`src/rtl/serial_add_sub_pkg.sv`:
```
// Shared definitions for the bit-serial adder/subtractor: default width,
// FSM state encodings and the bit-counter width helper.
package serial_add_sub_pkg;

  localparam int DEFAULT_WIDTH = 4;

  typedef enum logic [1:0] {
    IDLE  = 2'd0,
    SHIFT = 2'd1,
    DONE  = 2'd2
  } state_t;

  // A one-bit operand still needs a one-bit counter.
  function automatic int cnt_width(input int w);
    return (w > 1) ? $clog2(w) : 1;
  endfunction

endpackage

```
`src/rtl/serial_add_sub_full_adder.sv`:
```
// Single-bit full adder cell; shared with the parallel add/sub unit.
module full_adder_1bit (
  input  logic a,
  input  logic b,
  input  logic cin,
  output logic s,
  output logic cout
);

  assign s    = a ^ b ^ cin;
  assign cout = (a & b) | (a & cin) | (b & cin);

endmodule

```
`src/rtl/serial_add_sub.sv`:
```
// Bit-serial WIDTH-bit adder/subtractor: one full-adder cell plus a carry
// flop, LSB first. Handshakes: a transfer happens on a rising edge where
// valid and ready are both high; valid holders keep data stable until then.
module serial_add_sub
  import serial_add_sub_pkg::*;
#(
  parameter int WIDTH = DEFAULT_WIDTH
) (
  input  logic             clk,
  input  logic             rst_n,
  input  logic             start_valid,
  output logic             start_ready,
  input  logic [WIDTH-1:0] A1,
  input  logic [WIDTH-1:0] B1,
  input  logic             M,
  output logic             res_valid,
  input  logic             res_ready,
  output logic [WIDTH:0]   sum2,
  output logic             busy
);

  localparam int            CW   = cnt_width(WIDTH);
  localparam logic [CW-1:0] LAST = CW'(WIDTH - 1);

  state_t           state_q, state_d;
  logic [WIDTH-1:0] a_sh, b_sh, sum_sh, sum_next;
  logic             carry;
  logic [CW-1:0]    cnt;
  logic [WIDTH:0]   sum_q;
  logic             fa_s, fa_cout;

  full_adder_1bit u_fa (
    .a   (a_sh[0]),
    .b   (b_sh[0]),
    .cin (carry),
    .s   (fa_s),
    .cout(fa_cout)
  );

  // New sum bit enters at the MSB while older bits move toward the LSB.
  assign sum_next = (sum_sh >> 1) | (WIDTH'(fa_s) << (WIDTH - 1));

  always_ff @(posedge clk or negedge rst_n) begin
    if (!rst_n) state_q <= IDLE;
    else        state_q <= state_d;
  end

  always_comb begin
    state_d = state_q;
    case (state_q)
      IDLE:    if (start_valid) state_d = SHIFT;
      SHIFT:   if (cnt == LAST) state_d = DONE;
      DONE:    if (res_ready)   state_d = IDLE;
      default: state_d = IDLE;
    endcase
  end

  always_ff @(posedge clk or negedge rst_n) begin
    if (!rst_n) begin
      a_sh   <= '0;
      b_sh   <= '0;
      sum_sh <= '0;
      carry  <= 1'b0;
      cnt    <= '0;
      sum_q  <= '0;
    end else begin
      case (state_q)
        IDLE: begin
          if (start_valid) begin
            // Subtraction is A + ~B + 1: invert B here, seed carry with M.
            a_sh  <= A1;
            b_sh  <= B1 ^ {WIDTH{M}};
            carry <= M;
            cnt   <= '0;
          end
        end
        SHIFT: begin
          a_sh   <= a_sh >> 1;
          b_sh   <= b_sh >> 1;
          sum_sh <= sum_next;
          carry  <= fa_cout;
          cnt    <= cnt + CW'(1);
          // Publish on the last bit so sum2 is already final in DONE.
          if (cnt == LAST) sum_q <= {fa_cout, sum_next};
        end
        default: ;
      endcase
    end
  end

  assign start_ready = (state_q == IDLE);
  assign res_valid   = (state_q == DONE);
  assign busy        = (state_q != IDLE);
  assign sum2        = sum_q;

endmodule

```
`config.mk`:
```
export PLATFORM = sky130hd
export DESIGN_NAME = serial_add_sub
export DESIGN_NICKNAME = d
export VERILOG_FILES = /design/src/rtl/serial_add_sub_pkg.sv /design/src/rtl/serial_add_sub_full_adder.sv /design/src/rtl/serial_add_sub.sv
export SDC_FILE = /design/constraint.sdc
export NUM_CORES = 1
export LEC_CHECK = 0
export ABC_AREA = 1
export BUFFER_PORTS_ARGS = -buffer_cell sky130_fd_sc_hd__buf_2
export CAP_MARGIN = 20
export CORE_UTILIZATION = 50
export CTS_BUF_LIST = sky130_fd_sc_hd__clkbuf_2
export DETAILED_ROUTE_END_ITERATION = 7
export PLACE_DENSITY = 0.78
export SETUP_SLACK_MARGIN = 0.5
export SLEW_MARGIN = 15
export SYNTH_ARGS = -nofsm -noshare
export SYNTH_HDL_FRONTEND = slang
export SYNTH_SLANG_ARGS = --single-unit
```
`constraint.sdc`:
```
create_clock -name clk -period 1.1 [get_ports clk]
set_input_delay 0.11 -clock clk [delete_from_list [all_inputs] [get_ports clk]]
set_output_delay 0.11 -clock clk [all_outputs]
set_load 0.1 [all_outputs]
```
== Word-level counts from Yosys, hierarchy flattened ==
Index checks and enable logic that the tools add are counted.
Word-level totals
  latch bits: 0
  memory bits (read-only): 0
  register bits after elaboration: 22
  output and inout bits: 8
  input port bits: 13
  memories: 0
  memory bits (writable): 0
  word-level logic and storage cells: 41
Operators by class
  reductions and logical operators: 6
  add/subtract/negate cells: 1
  $lt $le $gt $ge: 0
  muxes and demuxes: 12
  multiply operators: 0
  shifts and indexed selects: 0
  eq/ne operators: 6
  bitwise gates (word level): 9
  div/mod/pow operators: 0
Operators with widths (count)
  $pmux W4 S2: 2
  $mux W2: 4
  $mux W4: 2
  $pmux W2 S3: 1
  $eq A2 B2 Y1 const B: 2
  $ne A2 B2 Y1 const B: 2
  $or A3 B4 Y4: 1
  $pmux W2 S2: 1
  $reduce_and A2 Y1: 2
  $reduce_bool A2 Y1: 2
  $xor A4 B4 Y4: 1
  $and A1 B1 Y1: 3
  $reduce_and A3 Y1: 1
  $add A2 B1 Y2 const B: 1
  $eq A2 B1 Y1 const B: 1
  $logic_not A2 Y1: 1
  $ne A2 B1 Y1 const B: 1
  $or A1 B1 Y1: 2
  $pmux W1 S2: 1
  $xor A1 B1 Y1: 2
  $mux W1: 1

== Depth between registers and ports, before layout ==
Gate-level depths: netlist of the first run.
  word-level depth: 4
  mapped depth: 5
  depth with buffers taken out: 5

== Hierarchy ==
Synthesis of the first run repeated with hierarchy kept, for this count alone.
Second synthesis, totals
  cell total of the unflattened synthesis: 113
  area total of the unflattened synthesis: 985.9 um^2
Modules (own cells, without submodules)
  serial_add_sub: area each 965.9 um^2, sequential area each 525.5 um^2, times used 1, cells each 112
  full_adder_1bit: area each 20.0 um^2, sequential area each 0.0 um^2, times used 1, cells each 1

== Worst setup path after synthesis of the first run ==
OpenSTA, ideal clock, no wires.
  path kind: reg2out
  start point: register state_q[0]
  end point: output port busy
  required time: 0.990 ns
  stages on the path, launching flop included: 3
  path slack: -1.866 ns
  path buffers: 0
  data arrival time: 2.856 ns
  path through: dfrtp_1 -> nor2_1 -> inv_1
On the way
  word-level cells in the longest chain between the ends: 1
RTL lines
  start, declared: RTL line serial_add_sub.sv:25  | state_t state_q, state_d;
  start signal, assigned: RTL line serial_add_sub.sv:45  | else state_q <= state_d;
  $reduce_bool A2 Y1: RTL line serial_add_sub.sv:93  | assign busy = (state_q != IDLE);
  end, declared: RTL line serial_add_sub.sv:19  | output logic busy
Every way passes these cells.

== Final worst setup path of the first run ==
  start point: register state_q[1]
  end point: output port busy
Same word-level chain as after synthesis.

==> summary.md, run 1 <==
| Metric | Value |
|---|---|
| Kind of critical path | reg2out |
| Detailed-placement wirelength estimate | 1580 um |
| WP data required | 0.99 ns |
| Clock Skew | 0.001744 ns |
| Post-synth EDFFs | 0 |
| Synth top area share | 53.30% |
| Initial antenna violation count | 0 |
| Violated checks | hold timing, setup timing |
| Placer's final routability congestion estimate | 0.8153 |
| Vias in the first global route | 785 |
| Asr flop ratio synth | 100.0% |
| Mean Syn Cell Area | 8.725 um2 |
| Crit end category | primary output |
| Final setup vio count | 24 |
| Die area | 2153 um2 |
| Mapped Area | 985.9 um2 |
| Min Hold Slack | -0.3048 ns |
| Slew headroom | 68.86% |
| Fin crit share | 120.9% |
| Detailed-route vias per instance | 5.386 |
| Worst Setup Start Kind | register |
| Slew @ Worst Pin | 0.4672 ns |
| Largest net degree at the start of global routing | 22 |
| Pwr dens | 3446 nW/um2 |
| First-pass GRT wire length | 3491 um |
| Num Clock Sinks | 21 |
| Antenna fix cells | 0 |
| # rows | 15 |
| Maximum vdd ir drop | 0.002693 V |
| Layout cell share with drive strength beyond 1 | 41.78% |
| Achievable Freq | 751.9 MHz |
| Post-layout instance area | 1410 um2 |
| Most frequent cell after synthesis | nand2_1 |
| Largest cells by area after synthesis | dfrtp_1 53%, nand2_1 13%, nand3_1 12% |
| CTS clock-pin slew for the worst setup and hold paths | 0.20 ns |
| RSZ-0062 raised after global routing | true |
| Storage element area | 546.8 um2 |
| Placed Area | 1297 um2 |
| Final std cells w/o fill | 171 |
| Max Slew Vio Count | 0 |
| Vias | 921 |
| Seq/Total Area, Yosys | 53.30% |
| Outcome | finished with violations |
| Initial Util | 55.30% |
| Worst hold path class | in2async |
| Fin util | 79.09% |
| MaxCap Viol Count | 0 |
| DRT iter0 DRCs | 32 |
| Clk Tree Root Cell | clkbuf_2 |
| Primary FF master, synth | dfrtp_1 |
| Core Footprint | 1783 um2 |
| GRT Total Usage | 23.13% |
| Cell count after placement | 159 |
| Num CTS Buffers | 3 |
| Yosys reg bits | 21 |
| Worst EP arrival | 1.22 ns |
| P&R area growth vs syn | 43.02% |
| Ports | 21 |
| Port bufs | 20 |
| Die width | 46.41 um |
| Initial DRT Pass Iterations | 4 |
| Die height | 46.41 um |
| Fin. Hold Viols | 23 |
| Final min period | 1.330 ns |
| Grt ovf | 0 |
| CTS tree | built |
| Leak Pwr | 0.0007091 uW |
| Synth Instances | 113 |
| Multi-input gate area | 456.7 um2 |
| H-tree levels | 1 |
| Drt wl/cell | 13.65 um |
| DRC Markers | 0 |
| # fillers | 109 |
| NumNets Final | 162 |
| Crit Path Max Fanout | 3 |
| Routed Antenna Nets | 0 |
| Clock Tree Buf Depth | 2 |
| Routed wire length | 2334 um |
| Post-Syn Nets | 128 |
| Final WS setup | -0.2300 ns |
| Yosys warning count | 0 |
| Yosys top cell by area | dfrtp_1 |
| Cell variety after synth | 17 |
| Worst-Skew Late Latency | 0.32 ns |
| Post-synth top cells | 35 x nand2_1, 24 x nand3_1, 21 x dfrtp_1, 9 x inv_1, 8 x o21ai_1 |
==> power breakdown <==
group | switching [uW] | internal, uW
Sequential | 292 | 1140
Combinational | 1910 | 1190
Clock | 245 | 82.4
Total | 2450 | 2410
==> critical path: stages, from the launching register on <==
cell and delay [ns]:
dfrtp_2 0.49, nor2_4 0.18, inv_2 0.06, buf_12 0.16
==> flip-flops by register name, indices dropped and copies added, names as in the netlist <==
name / flops
cnt: 2
sum_sh: 3
state_q: 2
b_sh: 4
a_sh: 4
carry: 1
sum2: 5
==> stage by stage <==
step / TNS [ns] / power [uW] / setup slack (ns)
after floorplan: -1.981 / 3279 / -0.6272
final: -2.584 / 4860 / -0.2300
after CTS: -1.093 / 4717 / -0.2015
after global routing: -3.461 / 5101 / -0.2623
after global placement: -0.1161 / 4049 / -0.06040
after detailed placement: -0.3945 / 4142 / -0.1218
==> logic make-up after synthesis <==
logic type,share of synthesized area [%]
flops,53.30
xor+xnor,0.8885
buf+inv,7.234
fa+ha+maj,3.299
simple gates,30.46
compound gates,4.823
==> layout make-up <==
type,instances,area share [%]
Clock buffer,3,1.065
Sequential cell,21,38.78
Tap cell,25,2.218
Multi-Input combinational cell,79,32.39
Clock inverter,1,0.3549
Timing Repair Buffer,31,22.27
Inverter,11,2.928
==> layer usage <==
metal / vias to the layer above / global-route usage, % / part of all wire [%]
met2: 47 / 36.94 / 49
li1: 431 / - / -
met3: 7 / 5.098 / 6.3
met5: - / 0 / 0
met1: 436 / 31.14 / 44
met4: 0 / 7.059 / 1.0
==> cell usage in the layout (no fill, tap or decap), types with 2 or more instances in the layout <==
cell	instances
dfrtp_2	2
inv_2	4
nand2_1	34
inv_1	7
nor2_4	3
dfrtp_1	14
o21ai_1	7
buf_2	12
clkbuf_2	3
nand3_2	3
buf_12	8
nand3_1	21
dfrtp_4	5
buf_6	3
nand2_4	3
buf_4	8
nand2_2	2
==> timing repair <==
action                     CTS  global route
hold endpoints to repair    23            23
setup endpoints to repair   29            29
buffers inserted             6             1
resized for setup            7             4
cloned                       0             1
pin swaps                    4             3
==> path summary, 6_finish.rpt <==
kind | startpoint | to | slack, ns | depth (start not counted)
min in group clk | res_ready | state_q[1]$_DFFE_PN0P_ | -0.06 | 2
max in group asynchronous | rst_n | sum2[3]$_DFFE_PN0P_ | 1.05 | 1
worst min-delay path | rst_n | sum2[4]$_DFFE_PN0P_ | -0.30 | 1
worst min register to register | a_sh[3]$_DFFE_PN0P_ | a_sh[2]$_DFFE_PN0P_ | 0.53 | 2
worst max register to register | state_q[1]$_DFFE_PN0P_ | sum2[4]$_DFFE_PN0P_ | -0.15 | 5
worst max-delay path | state_q[1]$_DFFE_PN0P_ | busy | -0.23 | 3
Note: power is estimated with default switching activity, not from simulation.
==> run 2, diff against run 1 <==
Settings changed: PLACE_DENSITY 0.78 to 0.77, SETUP_SLACK_MARGIN 0.5 to 0.1.
==> summary.md, run 2 (same netlist as run 1, synthesis figures left out) <==
| Metric | Value |
|---|---|
| Drt wl/cell | 12.99 um |
| Layout cell share with drive strength beyond 1 | 40.94% |
| Crit path to | busy |
| R2R depth | 3 |
| Clock power share | 7.0% |
| Achievable Freq | 762.3 MHz |
| Core Footprint | 1783 um2 |
| Most frequent cells in the layout | 34 x nand2_1, 22 x nand3_1, 14 x dfrtp_1 |
| Die area | 2153 um2 |
| Worst-Skew Late Latency | 0.33 ns |
| Violated checks | setup timing |
| Slowest stage delay, CP | 0.48 ns |
| Clock Skew | 0.009313 ns |
| Leak Pwr | 0.0007256 uW |
| Initial Util | 55.30% |
| Num Clock Sinks | 21 |
| Maximum vdd ir drop | 0.002517 V |
| Combinational power share | 64.1% |
| Die height | 46.41 um |
| Worst EP arrival | 1.20 ns |
| Final WS setup | -0.2118 ns |
| Initial antenna violation count | 0 |
| Final setup vio count | 18 |
| Grt ovf | 0 |
| Vias | 911 |
| CP cell instances | nor2_4 -> inv_2 -> buf_12 |
| Die width | 46.41 um |
| Num CTS Buffers | 3 |
| GRT Total Usage | 22.81% |
| Commonest non-fill, non-tap cell in the layout | nand2_1 |
| WP depth | 3 |
| CTS tree | built |
| Family with the most delay on the worst path | flip-flops |
| Ports | 21 |
| Critical path buffers and inverters | 2 |
| Crit path from | state_q[1]$_DFFE_PN0P_ |
| NumNets Final | 165 |
| Switching Fraction | 50.51% |
| P&R area growth vs syn | 43.53% |
| Detailed-placement wirelength estimate | 1488 um |
| CTS clock-pin slew for the worst setup and hold paths | 0.20 ns |
| Slew @ Worst Pin | 0.4546 ns |
| FF-to-FF End | sum_sh[3]$_DFFE_PN0P_ |
| Outcome | finished with violations |
| Post-layout instance area | 1415 um2 |
| Initial DRT Pass Iterations | 4 |
| Antenna fix cells | 0 |
| DRT iter0 DRCs | 35 |
| WP data required | 0.99 ns |
| Crit-path slowest cell | dfrtp_2 |
| Routed Antenna Nets | 0 |
| Fin. Hold Viols | 0 |
| Final min period | 1.312 ns |
| R2R setup slack | -0.15 ns |
| Worst Setup Start Kind | register |
| Crit Path Max Fanout | 3 |
| Port bufs | 20 |
| RSZ-0062 raised after global routing | true |
| Max Slew Vio Count | 0 |
| Sw Pwr | 2404 uW |
| Routed wire length | 2260 um |
| Vias in the first global route | 756 |
| Clock Tree Buf Depth | 2 |
| Worst hold path class | in2reg |
| Largest net degree at the start of global routing | 22 |
| Largest register FFs | 5 |
| Placed Area | 1257 um2 |
| Fin crit share | 119.3% |
| # rows | 15 |
| H-tree levels | 1 |
| MaxCap Viol Count | 0 |
| Clk Tree Root Cell | clkbuf_2 |
| Detailed-route vias per instance | 5.236 |
| DRC Markers | 0 |
| Reg power frac | 28.9% |
| Slew headroom | 69.69% |
| First-pass GRT wire length | 3284 um |
| Hold_sp | A1[1] |
| Dpl ws | -0.09636 ns |
| Kind of critical path | reg2out |
| Crit end category | primary output |
| Placer's final routability congestion estimate | 0.7690 |
| Worst r2r src | carry$_DFFE_PN0P_ |
| Total internal power | 2355 uW |
| Pwr dens | 3363 nW/um2 |
run 2: final cells by class:
type | instances | area, um2
flip-flops and latches | 21 | 534.3
multi-input cells | 79 | 447.9
fillers | 107 | 367.9
repair buffers | 34 | 340.3
inverters | 11 | 41.29
well taps | 25 | 31.28
clock buffers | 4 | 20.02
run 2: worst min path at each step:
| stage | cells after the start | slack [ns] | to |
|---|---|---|---|
| after CTS | 3 | 0.02 | a_sh[1]$_DFFE_PN0P_ |
| final | 3 | 0.02 | a_sh[1]$_DFFE_PN0P_ |
| after detailed placement | 1 | 0.09 | state_q[1]$_DFFE_PN0P_ |
| after global routing | 3 | 0.02 | a_sh[1]$_DFFE_PN0P_ |
| after global placement | 1 | 0.08 | state_q[1]$_DFFE_PN0P_ |
| after floorplan | 0 | -0.19 | a_sh[0]$_DFFE_PN0P_ |
run 2: worst min-delay path: stages:
cell	delay [ns]
buf_2	0.08
nand3_1	0.06
nand3_1	0.07
run 2: per-stage QoR:
step / hold WS, ns / std cells / TNS, ns / utilization (%) / total power [uW]
floorplan: -0.1856 / 113 / -1.981 / - / 3163
global placement: 0.08190 / 159 / -0.1228 / 70.53 / 3950
detailed placement: 0.08550 / 159 / -0.2431 / 70.53 / 4018
CTS: 0.01967 / 170 / -0.9458 / 76.70 / 4597
global route: 0.01775 / 174 / -3.636 / 79.37 / 5024
finish: 0.02079 / 174 / -1.906 / 79.37 / 4759
run 2: power groups by stage:
stage                     Clock [uW]  Sequential (uW)  Combinational, uW
after floorplan                    0             1870               1300
after global placement             0             1390               2560
after detailed placement           0             1410               2610
after CTS                        332             1370               2890
after global routing             374             1410               3240
final                            332             1370               3050
run 2: timing repair:
action | 4_1_cts | 5_1_grt
gates resized for setup | 10 | 4
cloned | 0 | 1
pin swaps | 2 | 3
endpoints found under the setup margin | 29 | 29
hold buffers | 3 | 0
endpoints found under the hold margin | 23 | 0
buffers inserted | 4 | 3
run 2: per-layer routing:
metal / up-vias / routed length [um] / share of wire [%] / global-route usage (%)
met5: - / 0 / 0 / 0
li1: 439 / - / - / -
met3: 5 / 121 / 5.4 / 3.529
met4: 0 / 31 / 1.4 / 8.824
met1: 433 / 931 / 41 / 28.72
met2: 34 / 1176 / 52 / 38.89
==> run 3, diff against run 2 <==
--- a/config.mk
+++ b/config.mk
@@ -18,2 +18,3 @@
 export SYNTH_HDL_FRONTEND = slang
+export SYNTH_HIERARCHICAL = 1
 export SYNTH_SLANG_ARGS = --single-unit
--- a/constraint.sdc
+++ b/constraint.sdc
@@ -3,2 +3,2 @@
 set_output_delay 0.11 -clock clk [all_outputs]
-set_load 0.1 [all_outputs]
+set_load 0.01 [all_outputs]
==> summary.md, run 3 <==
| Metric | Value |
|---|---|
| Primary FF master, synth | dfrtp_1 |
| Crit-path slowest cell | dfrtp_2 |
| R2R setup slack | -0.13 ns |
| Final Power | 3588 uW |
| Switching Fraction | 42.70% |
| First-pass GRT wire length | 3732 um |
| MaxCap Viol Count | 0 |
| Clock power share | 9.3% |
| Die width | 46.41 um |
| Largest register FFs | 5 |
| Slew @ Worst Pin | 0.4786 ns |
| Worst r2r src | state_q[1]$_DFFE_PN0P_ |
| H-tree levels | 1 |
| Synth Instances | 113 |
| Worst Setup Start Kind | register |
| Cell count after placement | 158 |
| DRT iter0 DRCs | 18 |
| Die area | 2153 um2 |
| Worst-Skew Late Latency | 0.33 ns |
| Total internal power | 2056 uW |
| Violated checks | setup timing |
| Core Footprint | 1783 um2 |
| Asr flop ratio synth | 100.0% |
| CTS tree | built |
| Detailed-route vias per instance | 5.249 |
| Kind of critical path | reg2out |
| Num CTS Buffers | 3 |
| Ports | 21 |
| Drt wl/cell | 12.77 um |
| Routed Antenna Nets | 0 |
| Yosys reg bits | 21 |
| Clock Skew | 0.004072 ns |
| Die height | 46.41 um |
| Layout cell share with drive strength beyond 1 | 34.87% |
| NumNets Final | 168 |
| Synth top area share | 53.30% |
| Cell variety after synth | 17 |
| Vias | 929 |
| Yosys warning count | 6 |
| Most frequent cells in the layout | 34 x nand2_1, 24 x nand3_1, 19 x dfrtp_1, 19 x buf_2, 9 x buf_4 |
| FF-to-FF End | carry$_DFFE_PN0P_ |
| Maximum vdd ir drop | 0.001758 V |
| Clk Tree Root Cell | clkbuf_2 |
| Commonest non-fill, non-tap cell in the layout | nand2_1 |
| Crit Path Max Fanout | 3 |
| Achievable Freq | 798.3 MHz |
| Slowest stage delay, CP | 0.50 ns |
| Post-synth top cells | 35 x nand2_1, 24 x nand3_1, 21 x dfrtp_1, 9 x inv_1, 8 x o21ai_1 |
| Fin crit share | 113.9% |
| Final WS setup | -0.1527 ns |
| Slew headroom | 68.09% |
| Final setup vio count | 18 |
| Detailed-placement wirelength estimate | 1324 um |
| Mapped Area | 985.9 um2 |
| P&R area growth vs syn | 34.77% |
| Initial Util | 55.30% |
| Largest cells by area after synthesis | dfrtp_1 53%, nand2_1 13%, nand3_1 12% |
| Hold depth | 3 |
| Hold_sp | A1[1] |
| Reg power frac | 36.8% |
| # rows | 15 |
| Largest net degree at the start of global routing | 22 |
| Pwr dens | 2700 nW/um2 |
| Initial antenna violation count | 0 |
| Combinational power share | 54.0% |
| R2R depth | 5 |
| Worst EP arrival | 1.14 ns |
| Post-synth EDFFs | 0 |
| Post-Syn Nets | 128 |
| Num Clock Sinks | 21 |
| WP data required | 0.99 ns |
| Dpl ws | -0.06913 ns |
| Max Slew Vio Count | 0 |
| Grt ovf | 0 |
| CP cell instances | nor2_4 -> inv_2 -> buf_6 |
| RSZ-0062 raised after global routing | true |
| Worst hold path class | in2reg |
| GRT Total Usage | 24.92% |
| Vias in the first global route | 905 |
| Routed wire length | 2260 um |
| Leak Pwr | 0.0007175 uW |
| Fin. Hold Viols | 0 |
| Outcome | finished with violations |
| Yosys top cell by area | dfrtp_1 |
| DRC Markers | 0 |
| Clock Tree Buf Depth | 2 |
| Port bufs | 20 |
| Initial DRT Pass Iterations | 4 |
| WHS Endpoint | a_sh[1]$_DFFE_PN0P_ |
| Final min period | 1.253 ns |
| Final std cells w/o fill | 177 |
| CTS clock-pin slew for the worst setup and hold paths | 0.19 ns |
| Crit end category | primary output |
| Sw Pwr | 1532 uW |
| Most frequent cell after synthesis | nand2_1 |
| Placer's final routability congestion estimate | 0.7283 |
| Mean Syn Cell Area | 8.725 um2 |
| Seq/Total Area, Yosys | 53.30% |
| Antenna fix cells | 0 |
| Fin util | 74.53% |
-- run 3: cell counts after synthesis --
No cell type changed its count.
-- run 3: worst max path at each step --
stage	from	endpoint	slack, ns
5_1_grt	state_q[1]$_DFFE_PN0P_	busy	-0.20
2_1_floorplan	carry$_DFFE_PN0P_	sum2[3]$_DFFE_PN0P_	-0.01
6_report	state_q[1]$_DFFE_PN0P_	busy	-0.15
4_1_cts	state_q[0]$_DFFE_PN0P_	busy	-0.12
3_3_place_gp	carry$_DFFE_PN0P_	sum2[3]$_DFFE_PN0P_	-0.03
3_5_place_dp	carry$_DFFE_PN0P_	sum2[3]$_DFFE_PN0P_	-0.07
-- run 3: metal layers --
metal | global-route usage (%) | wire (um)
met3 | 5.098 | 83
met4 | 10.59 | 40
met1 | 30.75 | 1025
met2 | 41.67 | 1111
met5 | 0 | 0
-- run 3: timing repair --
item                                    in CTS  in global routing
hold buffers                                 3                  0
gates resized for setup                     11                  8
pin swaps                                    3                  5
setup buffers                                5                  4
endpoints found under the hold margin       23                  0
endpoints found under the setup margin      22                 29
gates cloned                                 2                  1
-- run 3: cell families after synthesis --
logic type / after synthesis / synth area share, %
AND/OR/NAND/NOR: 66 / 30.46
flip-flops: 21 / 53.30
buffers and inverters: 14 / 7.234
AO/OA/AOI/OAI: 9 / 4.823
adder cells (fa/ha/maj): 2 / 3.299
XOR/XNOR: 1 / 0.8885
-- run 3: power by group through the flow --
stage / registers [uW] / logic, uW / clock network [uW]
2_1_floorplan: 1320 / 925 / 0
3_5_place_dp: 1330 / 1250 / 0
6_report: 1320 / 1940 / 333
4_1_cts: 1310 / 1660 / 327
5_1_grt: 1360 / 2130 / 360
3_3_place_gp: 1310 / 1210 / 0
-- run 3: cell type report --
type | count | area (um2)
Inverter | 11 | 43.79
Multi-Input combinational cell | 80 | 452.9
Clock buffer | 4 | 20.02
Tap cell | 25 | 31.28
Fill cell | 141 | 454.2
Sequential cell | 21 | 528.0
Timing Repair Buffer | 36 | 252.7
-- run 3: through the flow --
| step | cell area, um2 | hold WS (ns) | setup TNS (ns) |
|---|---|---|---|
| floorplan | 988.4 | -0.1856 | -0.02840 |
| global placement | 1112 | 0.08689 | -0.05382 |
| detailed placement | 1112 | 0.08855 | -0.1376 |
| CTS | 1262 | 0.02826 | -0.5636 |
| global route | 1329 | 0.02657 | -2.971 |
| finish | 1329 | 0.01416 | -1.764 |
-- run 3: critical path, delay by kind of cell, from the launching register on --
kind	cells	cell delay (ns)
AND/OR/NAND/NOR	1	0.16
buffers and inverters	2	0.16
flip-flops	1	0.50
